**config.mk**
```make
export PLATFORM = sky130hd
export DESIGN_NAME = pipelined_adder
export DESIGN_NICKNAME = d
export VERILOG_FILES = /design/src/rtl/pipelined_adder.sv
export SDC_FILE = /design/constraint.sdc
export NUM_CORES = 1
export LEC_CHECK = 0
export ABC_AREA = 1
export CORE_ASPECT_RATIO = 0.8
export CORE_MARGIN = 3
export CORE_UTILIZATION = 37
export CTS_CLUSTER_SIZE = 25
export DETAILED_ROUTE_END_ITERATION = 10
export GPL_TIMING_DRIVEN = 0
export PLACE_DENSITY = 0.6
export SLEW_MARGIN = 20
export SYNTH_ARGS = -nofsm -noshare
export SYNTH_HDL_FRONTEND = slang
export SYNTH_SLANG_ARGS = --single-unit
```
**constraint.sdc**
```tcl
create_clock -name clk -period 1.8 [get_ports clk]
set_clock_uncertainty 0.15 [all_clocks]
set_input_delay 0.36 -clock clk [delete_from_list [all_inputs] [get_ports clk]]
set_output_delay 0.36 -clock clk [all_outputs]
set_load 0.02 [all_outputs]
```
**src/rtl/pipelined_adder.sv**
```systemverilog
// Carry-chunked pipelined adder: {cout, s} = a + b + cin, one chunk of WIDTH/STAGES bits per stage.
// Define ADDER_OVF_EN to add the signed-overflow output ovf.
module pipelined_adder #(
    parameter int unsigned WIDTH  = 32,
    parameter int unsigned STAGES = 4
) (
    input  logic             clk,
    input  logic             rstn,
    input  logic [WIDTH-1:0] a,
    input  logic [WIDTH-1:0] b,
    input  logic             cin,
    input  logic             valid_in,
    output logic [WIDTH-1:0] s,
    output logic             cout,
    output logic             valid_out
`ifdef ADDER_OVF_EN
    ,
    output logic             ovf
`endif
);

    localparam int unsigned C = (STAGES == 0) ? 1 : WIDTH / STAGES;

    if (STAGES < 1) begin : g_bad_stages
        $error("pipelined_adder: STAGES must be at least 1");
    end else if ((WIDTH % STAGES) != 0) begin : g_bad_width
        $error("pipelined_adder: WIDTH must be divisible by STAGES");
    end

    // Stage k holds operand chunks k..STAGES-1 and the finished sum chunks below k.
    for (genvar k = 0; k < STAGES; k++) begin : g_stage
        localparam int unsigned OW = WIDTH - k * C;

        logic [OW-1:0]        op_a;
        logic [OW-1:0]        op_b;
        logic [OW-1:0]        in_a;
        logic [OW-1:0]        in_b;
        logic                 carry;
        logic                 in_carry;
        logic                 vld;
        logic                 in_vld;
        logic [C:0]           add;
        logic [(k+1)*C-1:0]   sum_nx;

        if (k == 0) begin : g_head
            assign in_a     = a;
            assign in_b     = b;
            assign in_carry = cin;
            assign in_vld   = valid_in;
            assign sum_nx   = add[C-1:0];
        end else begin : g_tail
            logic [k*C-1:0] low;

            assign in_a     = g_stage[k-1].op_a[WIDTH-(k-1)*C-1:C];
            assign in_b     = g_stage[k-1].op_b[WIDTH-(k-1)*C-1:C];
            assign in_carry = g_stage[k-1].add[C];
            assign in_vld   = g_stage[k-1].vld;

            always_ff @(posedge clk) begin
                if (!rstn) begin
                    low <= '0;
                end else if (in_vld) begin
                    low <= g_stage[k-1].sum_nx;
                end
            end

            assign sum_nx = {add[C-1:0], low};
        end

        always_ff @(posedge clk) begin
            if (!rstn) begin
                vld   <= 1'b0;
                op_a  <= '0;
                op_b  <= '0;
                carry <= 1'b0;
            end else begin
                vld <= in_vld;
                if (in_vld) begin
                    op_a  <= in_a;
                    op_b  <= in_b;
                    carry <= in_carry;
                end
            end
        end

        always_comb begin
            add = {1'b0, op_a[C-1:0]} + {1'b0, op_b[C-1:0]} + {{C{1'b0}}, carry};
        end
    end

    logic             last_vld;
    logic [WIDTH-1:0] last_sum;
    logic             last_cout;

    assign last_vld  = g_stage[STAGES-1].vld;
    assign last_sum  = g_stage[STAGES-1].sum_nx;
    assign last_cout = g_stage[STAGES-1].add[C];

`ifdef ADDER_OVF_EN
    logic last_ovf;

    // Top operand chunk still carries both operand MSBs, so no separate MSB skew is needed.
    assign last_ovf = (g_stage[STAGES-1].op_a[C-1] == g_stage[STAGES-1].op_b[C-1]) &&
                      (g_stage[STAGES-1].add[C-1] != g_stage[STAGES-1].op_a[C-1]);
`endif

    always_ff @(posedge clk) begin
        if (!rstn) begin
            valid_out <= 1'b0;
            s         <= '0;
            cout      <= 1'b0;
`ifdef ADDER_OVF_EN
            ovf       <= 1'b0;
`endif
        end else begin
            valid_out <= last_vld;
            if (last_vld) begin
                s    <= last_sum;
                cout <= last_cout;
`ifdef ADDER_OVF_EN
                ovf  <= last_ovf;
`endif
            end
        end
    end

endmodule

```
=== Word-level counts from Yosys, hierarchy flattened ===
Cells that the tools add are included.

* Input port bits: 68
* Output and inout bits: 34
* Flip-flop bits (word level): 250
* Logic and storage cells: 30

* Add/subtract/negate cells: 8

{| class="wikitable"
|+ Operators with widths
! operator !! count
|-
| adder 8 x 8 -> 9 bit || 4
|-
| adder 9 x 1 -> 9 bit || 4
|}

=== Longest topological paths before layout ===
* Word-level depth: 2
* Gate-level depth with buffers: 10
* Mapped depth without buffers: 10

=== Worst setup path after synthesis ===
Ideal clock, no wire load.

* Path type: flip-flop to flip-flop
* From: register g_stage[1].op_a[0]
* To: register g_stage[2].g_tail.low[14]
* Required time: 1.541 ns
* Buffers on the path: 0
* Path slack: -0.079 ns
* Library setup time: 0.109 ns
* Arrival: 1.620 ns
* Cell stages (with the launch flop): 11
* Path through: dfxtp_1 fa_1 fa_1 nand2_1 nand2_1 nand3b_1 nand2_1 nand2_1 nand3_1 nand2_1 inv_1

* Cells in the longest elaborated chain, start to end: 2

{| class="wikitable"
|+ RTL lines
! element !! RTL line !! source
|-
| start, declared || 34 || <nowiki>logic [OW-1:0] op_a;</nowiki>
|-
| start signal, assigned || 79 || <nowiki>op_a <= in_a;</nowiki>
|-
| adder 8 x 8 -> 9 bit || 87 || <nowiki>add = {1'b0, op_a[C-1:0]} + {1'b0, op_b[C-1:0]} + {{C{1'b0}}, carry};</nowiki>
|-
| adder 9 x 1 -> 9 bit || 87 ||
|-
| end signal, assigned || 63 || <nowiki>low <= g_stage[k-1].sum_nx;</nowiki>
|-
| end, declared || 52 || <nowiki>logic [k*C-1:0] low;</nowiki>
|}

Every way passes these cells.
A chain may end at the register's enable or synchronous reset.

=== Worst setup path in the final report ===
* From: register g_stage[0].carry
* To: register g_stage[1].g_tail.low[6]

* Cells in the longest elaborated chain, start to end: 1

{| class="wikitable"
|+ RTL lines
! element !! RTL line !! source
|-
| start, declared || 38 || <nowiki>logic carry;</nowiki>
|-
| start signal, assigned || 81 || <nowiki>carry <= in_carry;</nowiki>
|-
| adder 9 x 1 -> 9 bit || 87 ||
|-
| end signal, assigned || 63 ||
|-
| end, declared || 52 ||
|}

Every way passes these cells.

==> flow_summary.yaml <==
critical_path:
  critPathLaunch: "g_stage[0].carry"
  cp_slowest_stage_delay_ns: 0.40
  r2r-start: "g_stage[0].carry"
  cp-start-kind: "flop"
  path_class: "reg -> reg"
  cp.required_ns: 2.06
  reg2reg_depth: 10
  cpMaxStageDelayCell: "fa_2"
  crit_fanout: 2
  endpoint: "g_stage[1].g_tail.low[6]"
  path_common_cell: "nand2_1"
  crit_path_cell_trace: "fa_2, fa_2, nand2_2, nand2_2, nand3b_1, nand2_1, nand2_1, nand3_2, nand2_1, inv_1"
  critPathCaptureType: "flop"
  r2r_end: "g_stage[1].g_tail.low[6]"
  critPathArrivalTime_ns: 2.23
  reg2reg_slack_ns: -0.16
sta:
  final_max_slew_viol_count: 0
  tns_ns: -0.801
  tightest_slew_ns: 0.685
  period_share: 1.09
  slew_headroom: 0.544
  min_period_ns: 1.96
  rsz0062_at_grt: "true"
  setup_viol: 11
  hold_violations: 0
  fmax_mhz: 509
  fin_ws_ns: -0.165
cells_and_area:
  drive_gt1_frac: 0.113
  fin_nets: 1549
  n_antenna_cell: 0
  register_area_mm2: 0.00501
  multi_input_area_mm2: 0.00444
  areaGrowthSynthToFinish_pct: 23.9
  fillerInstances: 2632
  final_core_util: 0.469
synth:
  synth_top_area_share: 0.500
  syn-cell-area_mm2: 0.0100
  synth_top_area_cell: "dfxtp_1"
  synth_seq_cells: 250
  synth.area.top_cells: "dfxtp_1 (50%), nor2_1 (18%), o21ai_0 (11%), ha_1 (3.5%), nand2_1 (3.3%)"
  ys_types: 24
  postSynthAreaPerCell_um2: 7.63
  yosysWarnings: 0
  syn-num-nets: 1417
  ys_seq_area_frac: 0.500
  synthCells: 1313
clock_network:
  ctsHtreeMaxLevel: 1
  clk_pin_slew_worst_paths_ns: 0.06
  cts_tree: "built"
  clk_latency_ns: 0.52
  numCtsBuffers: 25
  clockRootBuffer: "clkbuf_16"
  postCtsHoldBufs: 0
  clockBufferDepth: 3
  clock-sinks: 250
global_route:
  grt_overflow: 0
  grt_pass1_wl_um: 42700
  grt_pass1_vias: 8352
  grt_max_degree: 15
  grt_usage: 0.179
  antenna_found_initial: 0
power_and_ir_drop:
  p_leak_uw: 0.00601
  vdd_drop_max_uv: 648
  powerDensity_mw_per_mm2: 1000
die:
  fp.dieW_um: 190
  initial_core_util: 0.379
  die_h_um: 153
  design.core.area_mm2: 0.0265
  die-area_mm2: 0.0291
  ioPinCount: 102
  rows: 53
detailed_routing:
  vias: 8571
  firstDrtPassIters: 4
  drtAntennaViolNets: 0
  via_per_inst: 4.71
  drtIter0Drc: 502
  wire_per_inst_um: 14.4
  drcViolationCount: 0
  wirelength_um: 26300
job:
  drv_cap: 0
run_status:
  violations: "setup timing"
  outcome: "complete, but fails checks"
worst_hold_path:
  min_path_type: "in -> reg"
place:
  dp_hpwl_um: 19800
  routabilityCongestion: 0.826
  portBuffers: 100
[final cells by class]
cell class | instances | share of cell area
buffer | 79 | 0.0358
clock buffer | 34 | 0.0571
clock inverter | 10 | 0.0101
inverter | 64 | 0.0194
multi-input combinational | 920 | 0.358
sequential | 250 | 0.404
tap | 357 | 0.0360
timing repair buffer | 105 | 0.0802
[cells by family after synthesis]
logic type | count (synthesis) | share of synthesized area
simple gates | 611 | 0.239
xor+xnor | 12 | 0.0105
flops | 250 | 0.500
fa+ha+maj | 36 | 0.0510
compound gates | 261 | 0.131
buf+inv | 143 | 0.0683
[cell usage after synthesis]
master    number
fa_1           8
o21ai_1       20
buf_6          8
buf_2         48
nand3_1       30
nor2_2        10
clkbuf_1      15
xor2_1         6
buf_4          3
clkbuf_2       4
a211oi_1       4
xnor2_1        6
inv_1         60
ha_1          28
dfxtp_1      250
buf_8          1
nand3b_1       6
a21oi_1       22
nand2_1       89
or2_4          1
inv_2          4
o21ai_0      215
nor2_1       470
or2_1          5
[per-stage QoR]
| stage | instance area (um^2) | instances | setup WS [ns] | hold slack, ns | total power [uW] |
|---|---|---|---|---|---|
| after global routing | 12400 | 1819 | -0.265 | 0.0260 | 13000 |
| final | 12400 | 1819 | -0.165 | 0.0362 | 12500 |
| after global placement | 11500 | 1770 | -0.181 | 0.302 | 7240 |
| after floorplan | 10000 | 1313 | 0.0280 | 0.283 | 6780 |
| after CTS | 12300 | 1817 | -0.173 | 0.0142 | 12600 |
| after detailed placement | 11500 | 1770 | -0.211 | 0.305 | 7270 |
[layer usage]
layer	GRT usage	vias to the layer above	wire, um	part of all wire
met5	0	-	0	0
met4	0.0303	0	400	0.015
met3	0.0271	25	1090	0.042
met2	0.289	139	11500	0.44
met1	0.259	3949	13200	0.50
li1	-	4458	-	-
[cell usage in the layout (no fill, tap or decap), types with 5 or more instances in the layout]
master           instances
clkbuf_16               25
clkbuf_8                 5
dfxtp_1                243
nand3_2                  5
buf_2                   48
inv_1                   60
clkbuf_1                19
dlygate4sd2_1           33
nand2_1                 73
nand3_1                 25
nor2_2                  10
buf_4                    7
nand3b_1                 6
nand2_2                 16
o21ai_0                210
o21ai_1                 25
ha_1                    28
xnor2_1                  5
clkinv_2                 7
clkdlybuf4s50_1         66
buf_6                    9
or2_1                    5
dfxtp_2                  7
fa_2                     8
clkbuf_2                 5
nor2_1                 470
a21oi_1                 21
[worst max-delay path: cells and delay by family (launching register included)]
kind | cells | cell delay (ns)
flip-flops | 1 | 0.34
adder cells (fa/ha/maj) | 2 | 0.79
AND/OR/NAND/NOR | 7 | 0.56
buffers and inverters | 1 | 0.04
[worst min path at each step]
stage                                         start                        to  slack (ns)  cells past startpoint
after CTS                                  valid_in        g_stage[0].op_a[3]        0.01                      3
final                                      valid_in        g_stage[0].op_a[7]        0.04                      3
after detailed placement  g_stage[3].g_tail.low[23]                     s[23]        0.31                      2
after global routing                       valid_in        g_stage[0].op_a[3]        0.03                      3
after floorplan            g_stage[1].g_tail.low[7]  g_stage[2].g_tail.low[7]        0.28                      2
after global placement    g_stage[3].g_tail.low[23]                     s[23]        0.30                      2
[sequential cells by signal, indices dropped and copies added, names as in the netlist]
name,cells
g_stage.carry,4
g_stage.op_a,80
cout,1
valid_out,1
g_stage.vld,4
s,32
g_stage.g_tail.low,48
g_stage.op_b,80
[what timing repair did]
action	in CTS	in global routing
gates resized for setup	46	28
pin swaps	12	19
endpoints found under the setup margin	46	16
buffers inserted	3	3
cloned	0	0
hold endpoints to repair	0	0
[power by group]
part	internal, uW	switching [uW]
Combinational	495	673
Sequential	5830	171
Clock	3170	2130
(Power assumes the default switching activity.)
